### config.mk
export PLATFORM = sky130hd
export DESIGN_NAME = axi4_stream_packet_arbiter
export DESIGN_NICKNAME = d
export VERILOG_FILES = /design/src/rtl/axi4_stream_packet_arbiter.sv
export SDC_FILE = /design/constraint.sdc
export NUM_CORES = 1
export LEC_CHECK = 0
export CAP_MARGIN = 20
export CORE_MARGIN = 1.5
export CORE_UTILIZATION = 43
export CTS_BUF_LIST = sky130_fd_sc_hd__clkbuf_8
export DETAILED_ROUTE_END_ITERATION = 10
export PLACE_DENSITY = 0.89
export SETUP_SLACK_MARGIN = 0.2
export SLEW_MARGIN = 20
export SYNTH_ARGS = -nofsm -noshare
export SYNTH_HDL_FRONTEND = slang
export SYNTH_SLANG_ARGS = --single-unit
### constraint.sdc
create_clock -name AXIS_ACLK -period 3.18 [get_ports AXIS_ACLK]
set_input_delay 0.954 -clock AXIS_ACLK [delete_from_list [all_inputs] [get_ports AXIS_ACLK]]
set_output_delay 0.954 -clock AXIS_ACLK [all_outputs]
set_load 0.02 [all_outputs]
### src/rtl/axi4_stream_packet_arbiter.sv
// Two-source AXI4-Stream arbiter with round-robin grant held for a whole packet; registered output, one idle cycle per grant.
// Sources see TREADY only while granted and the output register is free; downstream TREADY low stalls the granted source.
module axi4_stream_packet_arbiter #(
    parameter int DATA_WIDTH = 32,
    parameter int CNT_WIDTH  = 16
) (
    input  logic                  AXIS_ACLK,
    input  logic                  AXIS_ARESET,
    input  logic [DATA_WIDTH-1:0] S0_AXIS_TDATA,
    input  logic                  S0_AXIS_TVALID,
    input  logic                  S0_AXIS_TLAST,
    output logic                  S0_AXIS_TREADY,
    input  logic [DATA_WIDTH-1:0] S1_AXIS_TDATA,
    input  logic                  S1_AXIS_TVALID,
    input  logic                  S1_AXIS_TLAST,
    output logic                  S1_AXIS_TREADY,
    output logic [DATA_WIDTH-1:0] M_AXIS_TDATA,
    output logic                  M_AXIS_TVALID,
    output logic                  M_AXIS_TLAST,
    input  logic                  M_AXIS_TREADY,
    output logic                  SEL_ID,
    output logic [CNT_WIDTH-1:0]  PKT_COUNT
);

    typedef enum logic [1:0] {
        IDLE   = 2'd0,
        GRANT0 = 2'd1,
        GRANT1 = 2'd2
    } state_t;

    state_t                state_q, state_d;
    logic                  last_grant_q, last_grant_d;
    logic [DATA_WIDTH-1:0] m_tdata_q, m_tdata_d;
    logic                  m_tvalid_q, m_tvalid_d;
    logic                  m_tlast_q, m_tlast_d;
    logic                  sel_q, sel_d;
    logic [CNT_WIDTH-1:0]  pkt_cnt_q, pkt_cnt_d;

    logic out_free;
    logic s0_rdy;
    logic s1_rdy;
    logic s0_hs;
    logic s1_hs;

    // The output register can take a new beat when empty or when its beat leaves this cycle.
    assign out_free = !m_tvalid_q || M_AXIS_TREADY;
    assign s0_rdy   = (state_q == GRANT0) && out_free;
    assign s1_rdy   = (state_q == GRANT1) && out_free;
    assign s0_hs    = S0_AXIS_TVALID && s0_rdy;
    assign s1_hs    = S1_AXIS_TVALID && s1_rdy;

    always_comb begin
        state_d      = state_q;
        last_grant_d = last_grant_q;
        case (state_q)
            IDLE: begin
                if (S0_AXIS_TVALID && S1_AXIS_TVALID) begin
                    state_d = last_grant_q ? GRANT0 : GRANT1;
                end else if (S0_AXIS_TVALID) begin
                    state_d = GRANT0;
                end else if (S1_AXIS_TVALID) begin
                    state_d = GRANT1;
                end
            end
            GRANT0: begin
                if (s0_hs && S0_AXIS_TLAST) begin
                    state_d      = IDLE;
                    last_grant_d = 1'b0;
                end
            end
            GRANT1: begin
                if (s1_hs && S1_AXIS_TLAST) begin
                    state_d      = IDLE;
                    last_grant_d = 1'b1;
                end
            end
            default: begin
                state_d = IDLE;
            end
        endcase
    end

    always_comb begin
        m_tdata_d  = m_tdata_q;
        m_tvalid_d = m_tvalid_q;
        m_tlast_d  = m_tlast_q;
        sel_d      = sel_q;
        if (s0_hs) begin
            m_tdata_d  = S0_AXIS_TDATA;
            m_tlast_d  = S0_AXIS_TLAST;
            sel_d      = 1'b0;
            m_tvalid_d = 1'b1;
        end else if (s1_hs) begin
            m_tdata_d  = S1_AXIS_TDATA;
            m_tlast_d  = S1_AXIS_TLAST;
            sel_d      = 1'b1;
            m_tvalid_d = 1'b1;
        end else if (M_AXIS_TREADY) begin
            m_tvalid_d = 1'b0;
        end
    end

    always_comb begin
        pkt_cnt_d = pkt_cnt_q;
        if (m_tvalid_q && M_AXIS_TREADY && m_tlast_q) begin
            pkt_cnt_d = pkt_cnt_q + CNT_WIDTH'(1);
        end
    end

    always_ff @(posedge AXIS_ACLK) begin
        if (AXIS_ARESET) begin
            state_q      <= IDLE;
            last_grant_q <= 1'b1;
            m_tdata_q    <= '0;
            m_tvalid_q   <= 1'b0;
            m_tlast_q    <= 1'b0;
            sel_q        <= 1'b0;
            pkt_cnt_q    <= '0;
        end else begin
            state_q      <= state_d;
            last_grant_q <= last_grant_d;
            m_tdata_q    <= m_tdata_d;
            m_tvalid_q   <= m_tvalid_d;
            m_tlast_q    <= m_tlast_d;
            sel_q        <= sel_d;
            pkt_cnt_q    <= pkt_cnt_d;
        end
    end

    assign S0_AXIS_TREADY = s0_rdy;
    assign S1_AXIS_TREADY = s1_rdy;
    assign M_AXIS_TDATA   = m_tdata_q;
    assign M_AXIS_TVALID  = m_tvalid_q;
    assign M_AXIS_TLAST   = m_tlast_q;
    assign SEL_ID         = sel_q;
    assign PKT_COUNT      = pkt_cnt_q;

endmodule

======== Yosys cells after proc, flatten, opt, wreduce, memory -nomap -nowiden ========
Cells that the tools add are included.
operators by class
  add/sub/neg operators ................... 1
  equality and inequality tests ........... 5
  multiplexer cells ....................... 17
  reduce and logical (&&, ||, !) cells .... 18
operators with widths
  kind                                            number
  2-to-1 mux 32 bit                               2
  adder 16 x 1 -> 16 bit (second input constant)  1
  2-to-1 mux 2 bit                                6
  logical AND 1 bit                               9
  2-to-1 mux 1 bit                                7
  case mux 2 bit (3 select lines)                 1
  AND reduction 3 bit                             2
  != test 2 x 1 -> 1 bit (second input constant)  2
  != test 4 bit (second input constant)           1
  nonzero test 2 bit                              2
  nonzero test 3 bit                              1
  == test 2 x 1 -> 1 bit (second input constant)  1
  == test 2 bit (second input constant)           1
  zero test 2 bit                                 1
  case mux 1 bit (2 select lines)                 1
  OR reduction 2 bit                              1
  zero test 1 bit                                 1
  logical OR 1 bit                                1
word-level totals
  register bits after elaboration ......... 54
  logic and storage cells ................. 48

======== Longest topological paths before layout ========
  depth after elaboration ................. 7
  mapped depth ............................ 6
  mapped depth without buffers ............ 5

======== Least setup slack after synthesis ========
No wires, ideal clock.
  kind .................................... in2out
  start point ............................. in M_AXIS_TREADY
  end point ............................... out S1_AXIS_TREADY
  data arrival time ....................... 1414 ps
  setup slack ............................. 812 ps
  cell stages on the path ................. 2
  path buffers ............................ 0
  cell sequence ........................... nand2b_1 -> and3b_1
on the way
  longest elaborated chain between the ends .. 2
ends and longest elaborated chain
  what               RTL line  source
  from (decl)        20        input logic M_AXIS_TREADY,
  logical OR 1 bit   46        assign out_free = !m_tvalid_q || M_AXIS_TREADY;
  logical AND 1 bit  48        assign s1_rdy = (state_q == GRANT1) && out_free;
  to (decl)          16        output logic S1_AXIS_TREADY,
No other way between the ends.

======== Final worst setup path ========
  start point ............................. in M_AXIS_TREADY
  end point ............................... out S0_AXIS_TREADY
on the way
  longest elaborated chain between the ends .. 2
ends and longest elaborated chain
  what               RTL line  source
  logical OR 1 bit   46
  logical AND 1 bit  47        assign s0_rdy = (state_q == GRANT0) && out_free;
  to (decl)          12        output logic S0_AXIS_TREADY,
No other way between the ends.

==> out/metrics.cfg <==
[outcome]
status=finished, final reports clean

[drt]
routed_wl_mm=6.74
drt-pass1-iter-count=4
avgRoutedWirePerCell_um=14.2
drcViolationCount=0
viasPerCell=5.30
initialDrtViolationCount=116
antenna_left=0
vias=2524

[power_and_ir_drop]
power.share.clock=0.302
intPower_w=0.00113
net-switching-power_w=0.000402
powerDensity_nw_per_um2=411
seqPwrFrac=0.483
ir_drop_mv=0.217
combPwrFrac=0.215
p_sw_frac=0.262
leakagePower_nw=1.30
power_w=0.00154

[global_routing]
grt_pass1_vias=2483
grt_overflow=0
grt_use_total=0.239
grt_pass1_wl_mm=11.5
antenna_found_initial=0
grt_max_degree=35

[timing]
period_needed_ns=2.87
slew_viol_final=0
skew_ns=0.00359
hold_viol_final=0
tightest_slew_ns=0.513
post-route-period-util=0.904
finalSetupViolations=0
slew_headroom=0.658
fmax_mhz=348
rsz0062_at_grt=no

[floorplan]
rows=26
die_area_sq_um=5880
ios=124
chipHeight_um=76.7
fp.dieW_um=76.7
initial_utilization=0.451
core-area_sq_um=5170

[logic_synthesis]
synth_nets=358
synth-compound-area-share=0.161
synth_xor_area_frac=0.0413
synth_cell_type_count=35
synthTopCellsByArea=dfxtp_1 (46%), a311oi_1 (12%), nand2_1 (11%)
avgSynthCellArea_sq_um=8.16
yosysMostFrequentCell=nand2_1
async_reset_ff_frac=0
yosysTopAreaCell=dfxtp_1
synthMuxAreaShare=0.00429
synth_adder_area_share=0.00536
ys.warnings.count=0
ys_ff_latch=54
synth_common_cells=nand2_1 (71), dfxtp_1 (54), nor2_1 (45), a311oi_1 (32), clkbuf_1 (11)
synth_edf_count=0
synth_flop_cell=dfxtp_1
synth_top_family_by_area=simple AND/OR/NAND/NOR gates
synth_simple_gate_area_frac=0.287
netlist_area_sq_um=2330
synth_top_area_share=0.463
synthCells=286
seq_area_frac_synth=0.463

[clock_network]
cts-htree-levels=2
clkTransAtPathRegs_ns=0.10
clockBufferDepth=2
root_buffer=clkbuf_8
clock-sinks=54
cts_tree=yes
clock_latency_ns=0.30
numCtsBuffers=5

[cells_and_area]
fin_util=0.724
final_nets=477
layout-drive-gt1-share=0.0567
stdcell_count=476
areaGrowthSynthToFinish_pct=60.4
antenna_cells=0
register_area_sq_um=1080
fillers=406
multi_input_area_sq_um=1170

[critical_path]
reg2regPathDepth=5
arrival_ns=1.92
slowest_stage=clkdlybuf4s50_1
max_stage_delay_ns=0.49
critPathLaunchType=input port
critPathCaptureType=primary output
worstPathMaxFanout=3
critical_path_class=in2out
worstReg2RegEnd=PKT_COUNT[14]$_SDFFE_PP0P_
startpoint=M_AXIS_TREADY
regToRegSetupSlack_ns=1.24
required_ns=2.23
path_cells=clkdlybuf4s50_1 > nand2b_1 > and2_1 > buf_2
reg2reg_from=PKT_COUNT[0]$_SDFFE_PP0P_

[placement]
gp_congestion=0.883
place_inst=468
dp_hpwl_mm=4.81
port_buffers=123

[hold_path]
hold_end=M_AXIS_TDATA[17]$_SDFFE_PP0P_
hp-start=M_AXIS_TDATA[17]$_SDFFE_PP0P_
holdPathStages=2
hp-class=reg2reg

[flow_run]
cap_violations=0

registers in the layout, summed over array words and instances (netlist names):
name and flops:
M_AXIS_TLAST 1, state_q 2, PKT_COUNT 16, last_grant_q 1, M_AXIS_TVALID 1, M_AXIS_TDATA 32, SEL_ID 1
worst max-delay path, delay by kind of cell:
kind | cells | cell delay (ns)
simple gates | 2 | 0.30
buf+inv | 2 | 0.66
cell type report:
cell class | count | share of cell area
Timing Repair Buffer | 133 | 0.345
Multi-Input combinational cell | 211 | 0.313
Sequential cell | 54 | 0.289
Tap cell | 70 | 0.0234
Clock buffer | 5 | 0.0184
Clock inverter | 3 | 0.0117
cell families after synthesis:
group                    after synthesis
AO/OA/AOI/OAI                         47
multiplexers                           1
buffers and inverters                 21
XOR/XNOR                              11
adder cells (fa/ha/maj)                1
flip-flops                            54
AND/OR/NAND/NOR                      151
per-layer routing:
metal  GRT usage  vias up  wire, um
li1            -     1256         -
met1       0.288     1161      2840
met2       0.400       95      3300
met3      0.0726       12       480
met4      0.0907        0       130
met5           0        -         0
metrics by stage:
stage,setup slack (ns),area [sq um],hold WS [ns],TNS [ns]
detailed placement,-0.125,3640,0.469,-0.232
global placement,-0.0782,3640,0.460,-0.144
finish,0.306,3740,0.480,0
global route,0.259,3740,0.503,0
floorplan,0.812,2330,0.474,0
CTS,0.203,3750,0.483,0
repair_timing:
action / in CTS / in global routing
hold buffers: 0 / 0
setup buffers: 0 / 0
endpoints found under the setup margin: 2 / 2
resized for setup: 6 / 2
cells in the final DEF, fill, tap and decap left out, types with 2 or more instances in the layout:
cell,instances
xor2_1,6
nand2_1,71
and3_1,2
nor3_1,3
dfxtp_1,54
a21oi_1,6
buf_4,10
xnor2_1,5
nand4_1,7
or4_1,3
nor2_1,45
nor4_1,2
nor2b_1,2
a311oi_1,32
nand3_1,4
buf_2,3
clkbuf_8,5
clkdlybuf4s50_1,120
and4_1,2
a31oi_1,2
o31ai_1,3
worst max-delay path by stage:
stage | endpoint | cells after the start
final | S0_AXIS_TREADY | 4
after global routing | S1_AXIS_TREADY | 4
after CTS | S1_AXIS_TREADY | 4
after detailed placement | S1_AXIS_TREADY | 4
after global placement | S1_AXIS_TREADY | 4
after floorplan | S1_AXIS_TREADY | 2
power by group through the flow:
stage	clock (W)	sequential, W	combinational [W]
after detailed placement	0	0.000757	0.000332
final	0.000464	0.000743	0.000330
after global routing	0.000503	0.000748	0.000355
after floorplan	0	0.000802	0.0000930
after global placement	0	0.000756	0.000327
after CTS	0.000476	0.000743	0.000334
(Power assumes the default switching activity.)
